==> src/rtl/multi_wave_gen.sv <==
// multi_wave_gen: periodic waveform source (triangle, saw-up, saw-down, square).
//
// A prescaler sets the tick rate. Each tick steps the phase by step_i, and the
// phase is clamped to the amplitude. The configuration is held in shadow
// registers. These follow the inputs while idle. While running they reload
// only on the tick that starts a new period, so a period never changes shape
// part-way through.
//
// Ports:
//   clk_i           clock, all logic on posedge
//   rst_i           synchronous reset, active-high (priority over ena_i)
//   ena_i           run enable; low holds the idle/reset state
//   mode_i          0 triangle, 1 saw-up, 2 saw-down, 3 square
//   amplitude_i     peak value (inclusive)
//   step_i          phase increment per tick; 0 behaves as 1
//   prescaler_i     tick every prescaler_i+1 clocks
//   duty_i          square: output high while phase < duty_i
//   data_o          current sample (registered)
//   sample_valid_o  1-cycle pulse on each tick
//   cycle_start_o   1-cycle pulse on the tick that starts a new period
module multi_wave_gen #(
    parameter int unsigned DATA_W  = 16,
    parameter int unsigned PRESC_W = 16
) (
    input  logic               clk_i,
    input  logic               rst_i,
    input  logic               ena_i,
    input  logic [1:0]         mode_i,
    input  logic [DATA_W-1:0]  amplitude_i,
    input  logic [DATA_W-1:0]  step_i,
    input  logic [PRESC_W-1:0] prescaler_i,
    input  logic [DATA_W-1:0]  duty_i,
    output logic [DATA_W-1:0]  data_o,
    output logic               sample_valid_o,
    output logic               cycle_start_o
);

    typedef enum logic [1:0] {ModeTri, ModeSawUp, ModeSawDn, ModeSquare} mode_e;

    localparam logic [DATA_W-1:0]  DataOne = DATA_W'(1);
    localparam logic [PRESC_W-1:0] CntOne  = PRESC_W'(1);

    mode_e               mode_sh_q, mode_sh_d;
    logic [DATA_W-1:0]   amp_sh_q, amp_sh_d;
    logic [DATA_W-1:0]   step_sh_q, step_sh_d;
    logic [DATA_W-1:0]   duty_sh_q, duty_sh_d;
    logic [PRESC_W-1:0]  presc_sh_q, presc_sh_d;
    logic [PRESC_W-1:0]  cnt_q, cnt_d;
    logic [DATA_W-1:0]   ph_q, ph_d;      // saw/square phase, or triangle value
    logic                dir_q, dir_d;    // triangle direction, 0 = up
    logic [DATA_W-1:0]   data_q, data_d;
    logic                valid_q, valid_d;
    logic                cs_q, cs_d;

    logic                tick;
    logic [DATA_W-1:0]   step_eff;
    logic [DATA_W:0]     sum_w;
    logic [DATA_W-1:0]   up_clamp;
    logic [DATA_W-1:0]   dn_clamp;
    logic                wrap;
    logic [DATA_W-1:0]   ph_saw;

    always_comb begin
        tick     = ena_i && (cnt_q == presc_sh_q);
        step_eff = (step_sh_q == '0) ? DataOne : step_sh_q;
        // One extra bit so that ph + step cannot wrap before the clamp.
        sum_w    = {1'b0, ph_q} + {1'b0, step_eff};
        up_clamp = (sum_w > {1'b0, amp_sh_q}) ? amp_sh_q : sum_w[DATA_W-1:0];
        dn_clamp = (step_eff >= ph_q) ? '0 : ph_q - step_eff;
        wrap     = (ph_q == amp_sh_q);
        ph_saw   = wrap ? '0 : up_clamp;
    end

    always_comb begin
        mode_sh_d  = mode_sh_q;
        amp_sh_d   = amp_sh_q;
        step_sh_d  = step_sh_q;
        duty_sh_d  = duty_sh_q;
        presc_sh_d = presc_sh_q;
        cnt_d      = cnt_q;
        ph_d       = ph_q;
        dir_d      = dir_q;
        data_d     = data_q;
        valid_d    = 1'b0;
        cs_d       = 1'b0;

        if (rst_i || !ena_i) begin
            cnt_d  = '0;
            ph_d   = '0;
            dir_d  = 1'b0;
            data_d = '0;
        end else if (!tick) begin
            cnt_d = cnt_q + CntOne;
        end else begin
            cnt_d   = '0;
            valid_d = 1'b1;
            unique case (mode_sh_q)
                ModeTri: begin
                    if (amp_sh_q == '0) begin
                        ph_d   = '0;
                        dir_d  = 1'b0;
                        data_d = '0;
                        cs_d   = 1'b1;
                    end else if (!dir_q) begin
                        ph_d   = up_clamp;
                        data_d = up_clamp;
                        // Turn at the peak now so the peak is not repeated.
                        if (up_clamp == amp_sh_q) dir_d = 1'b1;
                    end else begin
                        ph_d   = dn_clamp;
                        data_d = dn_clamp;
                        if (dn_clamp == '0) begin
                            dir_d = 1'b0;
                            cs_d  = 1'b1;
                        end
                    end
                end
                ModeSawUp: begin
                    ph_d   = ph_saw;
                    dir_d  = 1'b0;
                    data_d = ph_saw;
                    cs_d   = wrap;
                end
                ModeSawDn: begin
                    ph_d   = ph_saw;
                    dir_d  = 1'b0;
                    data_d = amp_sh_q - ph_saw;
                    cs_d   = wrap;
                end
                ModeSquare: begin
                    ph_d   = ph_saw;
                    dir_d  = 1'b0;
                    data_d = (ph_saw < duty_sh_q) ? amp_sh_q : '0;
                    cs_d   = wrap;
                end
                default: ;
            endcase
        end

        // Shadows are transparent while idle. While running they reload only
        // at a period boundary.
        if (rst_i || !ena_i || cs_d) begin
            mode_sh_d  = mode_e'(mode_i);
            amp_sh_d   = amplitude_i;
            step_sh_d  = step_i;
            duty_sh_d  = duty_i;
            presc_sh_d = prescaler_i;
        end
    end

    always_ff @(posedge clk_i) begin
        mode_sh_q  <= mode_sh_d;
        amp_sh_q   <= amp_sh_d;
        step_sh_q  <= step_sh_d;
        duty_sh_q  <= duty_sh_d;
        presc_sh_q <= presc_sh_d;
        cnt_q      <= cnt_d;
        ph_q       <= ph_d;
        dir_q      <= dir_d;
        data_q     <= data_d;
        valid_q    <= valid_d;
        cs_q       <= cs_d;
    end

    assign data_o         = data_q;
    assign sample_valid_o = valid_q;
    assign cycle_start_o  = cs_q;

endmodule

==> config.mk <==
export PLATFORM = sky130hd
export DESIGN_NAME = multi_wave_gen
export DESIGN_NICKNAME = d
export VERILOG_FILES = /design/src/rtl/multi_wave_gen.sv
export SDC_FILE = /design/constraint.sdc
export NUM_CORES = 1
export LEC_CHECK = 0
export BUFFER_PORTS_ARGS = -buffer_cell sky130_fd_sc_hd__buf_2
export CORE_MARGIN = 2
export CORE_UTILIZATION = 35
export CTS_CLUSTER_SIZE = 30
export DETAILED_ROUTE_END_ITERATION = 8
export GPL_TIMING_DRIVEN = 0
export PLACE_DENSITY_LB_ADDON = 0.08
export SYNTH_ARGS = -nofsm -noshare
export SYNTH_HDL_FRONTEND = slang
export SYNTH_SLANG_ARGS = --single-unit
==> constraint.sdc <==
create_clock -name clk_i -period 8.5 [get_ports clk_i]
set_clock_uncertainty 0.1 [all_clocks]
set_input_delay 0.85 -clock clk_i [delete_from_list [all_inputs] [get_ports clk_i]]
set_output_delay 0.85 -clock clk_i [all_outputs]
set_load 0.005 [all_outputs]
Word-level counts from Yosys, hierarchy flattened

Cells that the tools add are included.

Add/sub/neg operators: 4
Bitwise operators: 0
Order comparisons: 3
Equal/unequal tests: 6
Shift-type cells: 0
$mul: 0
Multiplexer cells: 21
Div/mod/pow operators: 0
Reduce and logical (&&, ||, !) cells: 10

Operators by type and width:

| cell                                                             | count |
|---|---|
| 16-bit 2-to-1 mux                                                | 7 |
| 16-bit case mux with 4 select lines                              | 1 |
| 16-bit == test                                                   | 3 |
| 16-bit zero test                                                 | 3 |
| 16-bit case mux with 2 select lines                              | 1 |
| 16-bit subtractor                                                | 2 |
| 16-bit by 16-bit adder with 17-bit output                        | 1 |
| 17-bit by 16-bit greater-than comparator with 1-bit output       | 1 |
| 16-bit by 1-bit adder with 16-bit output (second input constant) | 1 |
| 16-bit >= comparator                                             | 1 |
| 16-bit less-than comparator                                      | 1 |
| 1-bit 2-to-1 mux                                                 | 10 |
| 2-bit == test (second input constant)                            | 2 |
| 1-bit case mux with 2 select lines                               | 2 |
| 3-bit OR reduction                                               | 1 |
| 2-bit by 1-bit == test with 1-bit output (second input constant) | 1 |
| 2-bit zero test                                                  | 1 |
| 1-bit logical OR                                                 | 2 |
| 2-bit OR reduction                                               | 1 |
| 1-bit logical AND                                                | 1 |
| 1-bit zero test                                                  | 1 |

Latch bits: 0
Bits in writable memories: 0
Bits in read-only memories: 0
Register bits after elaboration: 117
Memories: 0

Depth between registers and ports, before layout

Word-level depth: 12
Gate-level depth with buffers: 36

Least setup slack after synthesis

No wires, ideal clock.

Path kind: reg2reg
Start point: reg step_sh_q[6]
End point: reg data_q[15] (netlist: data_o[15])
Data required time: 8,276 ps
Setup time: 124 ps
Arrival time: 6,546 ps
Stages on the path, launching flop included: 36
Setup slack: 1,730 ps
Cell sequence: edfxtp_1 > nor4_1 > a41o_1 > ha_1 > inv_1 > fa_1 > o21bai_2 > o211ai_1 > a21oi_2 > a31oi_2 > o21bai_1 > a21o_1 > xor2_1 > inv_1 > ha_1 > or3_1 > a211o_1 > a21oi_4 > nand2_2 > buf_6 > buf_6 > mux2i_1 > and2_1 > inv_1 > ha_1 > nor2b_1 > o21a_1 > o21ai_0 > a211o_1 > a311oi_1 > a21o_1 > a21oi_1 > o21ai_0 > xnor2_1 > a221oi_1 > o21ai_0

Cells in the longest elaborated chain, start to end: 9

RTL lines:

| what                                                       | line | source |
|---|---|---|
| start: declaration                                         | 45   | `logic [DATA_W-1:0] step_sh_q, step_sh_d;` |
| start signal: assignment                                   | 154  | `step_sh_q <= step_sh_d;` |
| 16-bit zero test                                           | 65   | `step_eff = (step_sh_q == '0) ? DataOne : step_sh_q;` |
| 16-bit 2-to-1 mux *                                        | 65   |  |
| 16-bit by 16-bit adder with 17-bit output                  | 67   | `sum_w = {1'b0, ph_q} + {1'b0, step_eff};` |
| 17-bit by 16-bit greater-than comparator with 1-bit output | 68   | `up_clamp = (sum_w > {1'b0, amp_sh_q}) ? amp_sh_q : sum_w[DATA_W-1:0];` |
| 16-bit 2-to-1 mux                                          | 68   |  |
| 16-bit 2-to-1 mux                                          | 71   | `ph_saw = wrap ? '0 : up_clamp;` |
| 16-bit less-than comparator                                | 133  | `data_d = (ph_saw < duty_sh_q) ? amp_sh_q : '0;` |
| 16-bit 2-to-1 mux                                          | 133  |  |
| 16-bit case mux with 4 select lines *                      | 97   | `unique case (mode_sh_q)` |
| end signal: assignment                                     | 160  | `data_q <= data_d;` |
| end: declaration                                           | 51   | `logic [DATA_W-1:0] data_q, data_d;` |

Mark *: on every way between the ends. The rest lies on a longest branch, timed or not.
A chain may end at the register's enable or synchronous reset.

Worst setup path in the final report

Start point: reg step_sh_q[10]
End point: reg data_q[15] (netlist: data_o[15])

The elaborated chain is that of the path after synthesis.

==> summary.md <==
| Metric | Value |
|---|---|
| Status | finished clean |
| CTS tree | done |
| Final core occ | around two fifths |
| CP max-delay cell | edfxtp_1 |
| Critical Path RT | 8.70 ns |
| DPL Wire Length | ~21000 microns |
| Synth top cells by count | 87 x inv_1, 83 x nor2_1, 78 x ha_1 |
| Origin of the critical flop-to-flop path | step_sh_q[10] |
| Maximum clock rate | 126 MHz |
| Syn avg cell area | 8.94 sq um |
| Final Instance Area | 10200 sq um |
| Ranking of synthesized cells by area | edfxtp_1 23%, dfxtp_1 12%, ha_1 11% |
| Post-Synthesis Cells | 967 |
| Placed cell count | between 1000 and 1500 |
| Sequential area share after synthesis | 34.7% |
| Vias | between 7000 and 8000 |
| Crit path capture | data_o[15] |
| First-pass GRT wire length | between 40000 and 50000 microns |
| Fin crit share | 93.3% |
| Ys flop type | edfxtp_1 |
| Crit path launch | step_sh_q[10] |
| Finish-stage setup viols | 0 |
| Count of cell types in the netlist | 81 |
| Crit path time final | 7.93 ns |
| Worst-margin pin slew | 1.34 ns |
| CTS Buffer Depth | 2 |
| Total global-route track usage | between 20% and 30% |
| Flops & latches, synth | 117 |
| Yosys top cell area share | roughly 23% |
| Area delta synth->final | 17.6% |
| Synthesized area | between 8000 and 9000 sq um |
| CTS sink count | 117 |
| Sequential cell area | 3000 sq um |
| Worst Setup Start Kind | register |
| Total die area | 26000 sq um |
| IO buf count | 86 |
| Slew HR | 9.99% |
| P per Cell Area | 189 nW/um^2 |
| GR Overflow Total | 0 |
| Setup bufs post-CTS | 0 |
| Filler cell count | between 2000 and 2500 |
| Critical Path End Type | register |
| Dpl cell area | between 9000 and 10000 sq um |
| Resized cells post-CTS | 1 |
| FF-to-FF setup slack | 0.57 ns |
| R2R cell count | 35 |
| Leak | approximately 4.4 nW |
| Data arrival time of the worst path | about 8.1 ns |
| Max Cap Violations | 0 |
| Warnings from Yosys | 0 |
| Initial detailed-routing violation count | 409 |
| Hold-fix buffers at CTS | 0 |
| Die X | ~160 microns |
| Vias in the first global route | 6948 |
| Max-slew violations | 0 |
| Fraction of registers with async set/reset | 0% |
| Non-filler cells, final | 1411 |
| CP max FO | 10 |
| Final Hold Viols | 0 |
| Die Ht | 161 microns |
| Post-synth EDFFs | 66 |
| Core Area | 24300 sq um |
| Root buf cell | clkbuf_16 |
| Max IR drop VDD | 0.0901 mV |
| Detail Route Antenna Nets | 0 |
| Type of the worst setup path | reg -> reg |
| Reg clk slew, reported paths | 0.07 ns |
| Min-Delay Path Class | reg -> reg |
| TritonCTS Buffers | 17 |
| RD Place Congestion | 0.837 |
| Area leader, netlist | edfxtp_1 |
| Most common cell in the netlist | inv_1 |
| Critical path's largest stage delay | 0.42 ns |
| H-tree depth | 4 |
| Worst reg2reg endpoint | data_o[15] |
| Initial antenna violation count | 0 |
| ANT cells | 0 |
| Final #Nets | ~1200 |
| Row count | 57 |
| Worst-skew pair later-pin latency | 0.43 ns |
| Layout cells sized above 1 | 15.8% |
| Post-route DRC | 0 |
| Vias per cell | 5.21 |
| Largest net degree at the start of global routing | 35 |
| RSZ-0062 raised after global routing | yes |
| Pre-Repair DR Iteration Count | 7 |
| Setup TNS | 0 ns |
| Initial Util | ~36% |
| Synth Net Count | 1117 |
| Final WL | between 20000 and 30000 microns |
| DR WL/cell | 18.9 microns |
| Area of the multi-input gates | 5130 sq um |
| Ports | 87 |
cells by family after synthesis:
| kind of cell | synth area share, % |
|---|---|
| AO/OA/AOI/OAI | 20.2 |
| XOR/XNOR | 9.62 |
| adder cells (fa/ha/maj) | 12.0 |
| buffers and inverters | 6.56 |
| flip-flops | 34.7 |
| multiplexers | 1.53 |
| AND/OR/NAND/NOR | 15.4 |
how the worst min path moves through the flow:
stage               startpoint  slack, ns  cells past startpoint    endpoint
CTS                 data_o[14]       0.45                      2  data_o[14]
detailed placement  data_o[14]       0.43                      2  data_o[14]
floorplan             cnt_q[0]       0.35                      1    cnt_q[0]
finish               data_o[2]       0.45                      2   data_o[2]
global route          cnt_q[0]       0.47                      1    cnt_q[0]
global placement    data_o[14]       0.42                      2  data_o[14]
metrics by stage:
step | power, mW | worst slack [ns] | hold WS, ns
global route | 2.03 | -0.00648 | 0.469
floorplan | 1.03 | 1.73 | 0.351
detailed placement | 1.16 | 0.0222 | 0.425
CTS | 1.93 | 0.148 | 0.454
global placement | 1.16 | -0.0711 | 0.422
finish | 1.92 | 0.574 | 0.448
power breakdown:
| group | switching [mW] | leakage (nW) | internal, mW | total, mW |
|---|---|---|---|---|
| Combinational | 0.298 | 3.00 | 0.204 | 0.502 |
| Clock | 0.314 | 0.293 | 0.449 | 0.763 |
| Sequential | 0.0268 | 1.08 | 0.632 | 0.659 |
metal layers:
layer  GRT usage (%)  share of wire (%)
met5               0                  0
met4            5.19                1.3
met3            3.42                4.6
met2            34.4                 48
met1            28.1                 47
flip-flops by register name (all words and copies together), names as in the netlist, 2 cells and up:
| signal | count |
|---|---|
| mode_sh_q | 2 |
| step_sh_q | 16 |
| presc_sh_q | 16 |
| ph_q | 16 |
| cnt_q | 16 |
| amp_sh_q | 16 |
| data_o | 16 |
| duty_sh_q | 16 |
worst max-delay path: cells and delay by family, from the launching register on:
| kind | cells | cell delay, ns |
|---|---|---|
| compound gates | 18 | 3.77 |
| xor+xnor | 2 | 0.42 |
| fa+ha+maj | 4 | 1.02 |
| buf+inv | 5 | 0.54 |
| flops | 1 | 0.42 |
| mux | 1 | 0.22 |
| simple gates | 5 | 1.30 |
layout make-up:
cell class                 count  share of cell area [%]
tap                          324                    3.99
timing repair buffer          88                    4.50
buffer                        54                    2.33
clock inverter                14                    1.64
inverter                      88                    3.25
sequential                   117                    29.5
clock buffer                  18                    4.32
multi-input combinational    708                    50.4
layout by cell type, fill, tap and decap left out, types with 11 or more instances in the layout:
master / count
nor4_1: 18
xor2_1: 41
ha_1: 78
nand2_1: 50
inv_1: 87
nand2b_1: 18
xnor2_1: 54
a21o_1: 17
nand4_1: 15
nor2_1: 83
a21oi_1: 74
nor2b_1: 14
clkbuf_1: 42
nand3_1: 18
mux2i_1: 11
dfxtp_1: 51
edfxtp_1: 66
o21ai_0: 61
buf_2: 92
nor3_1: 12
clkbuf_16: 17
No activity file was read; power rests on OpenSTA's default activity.
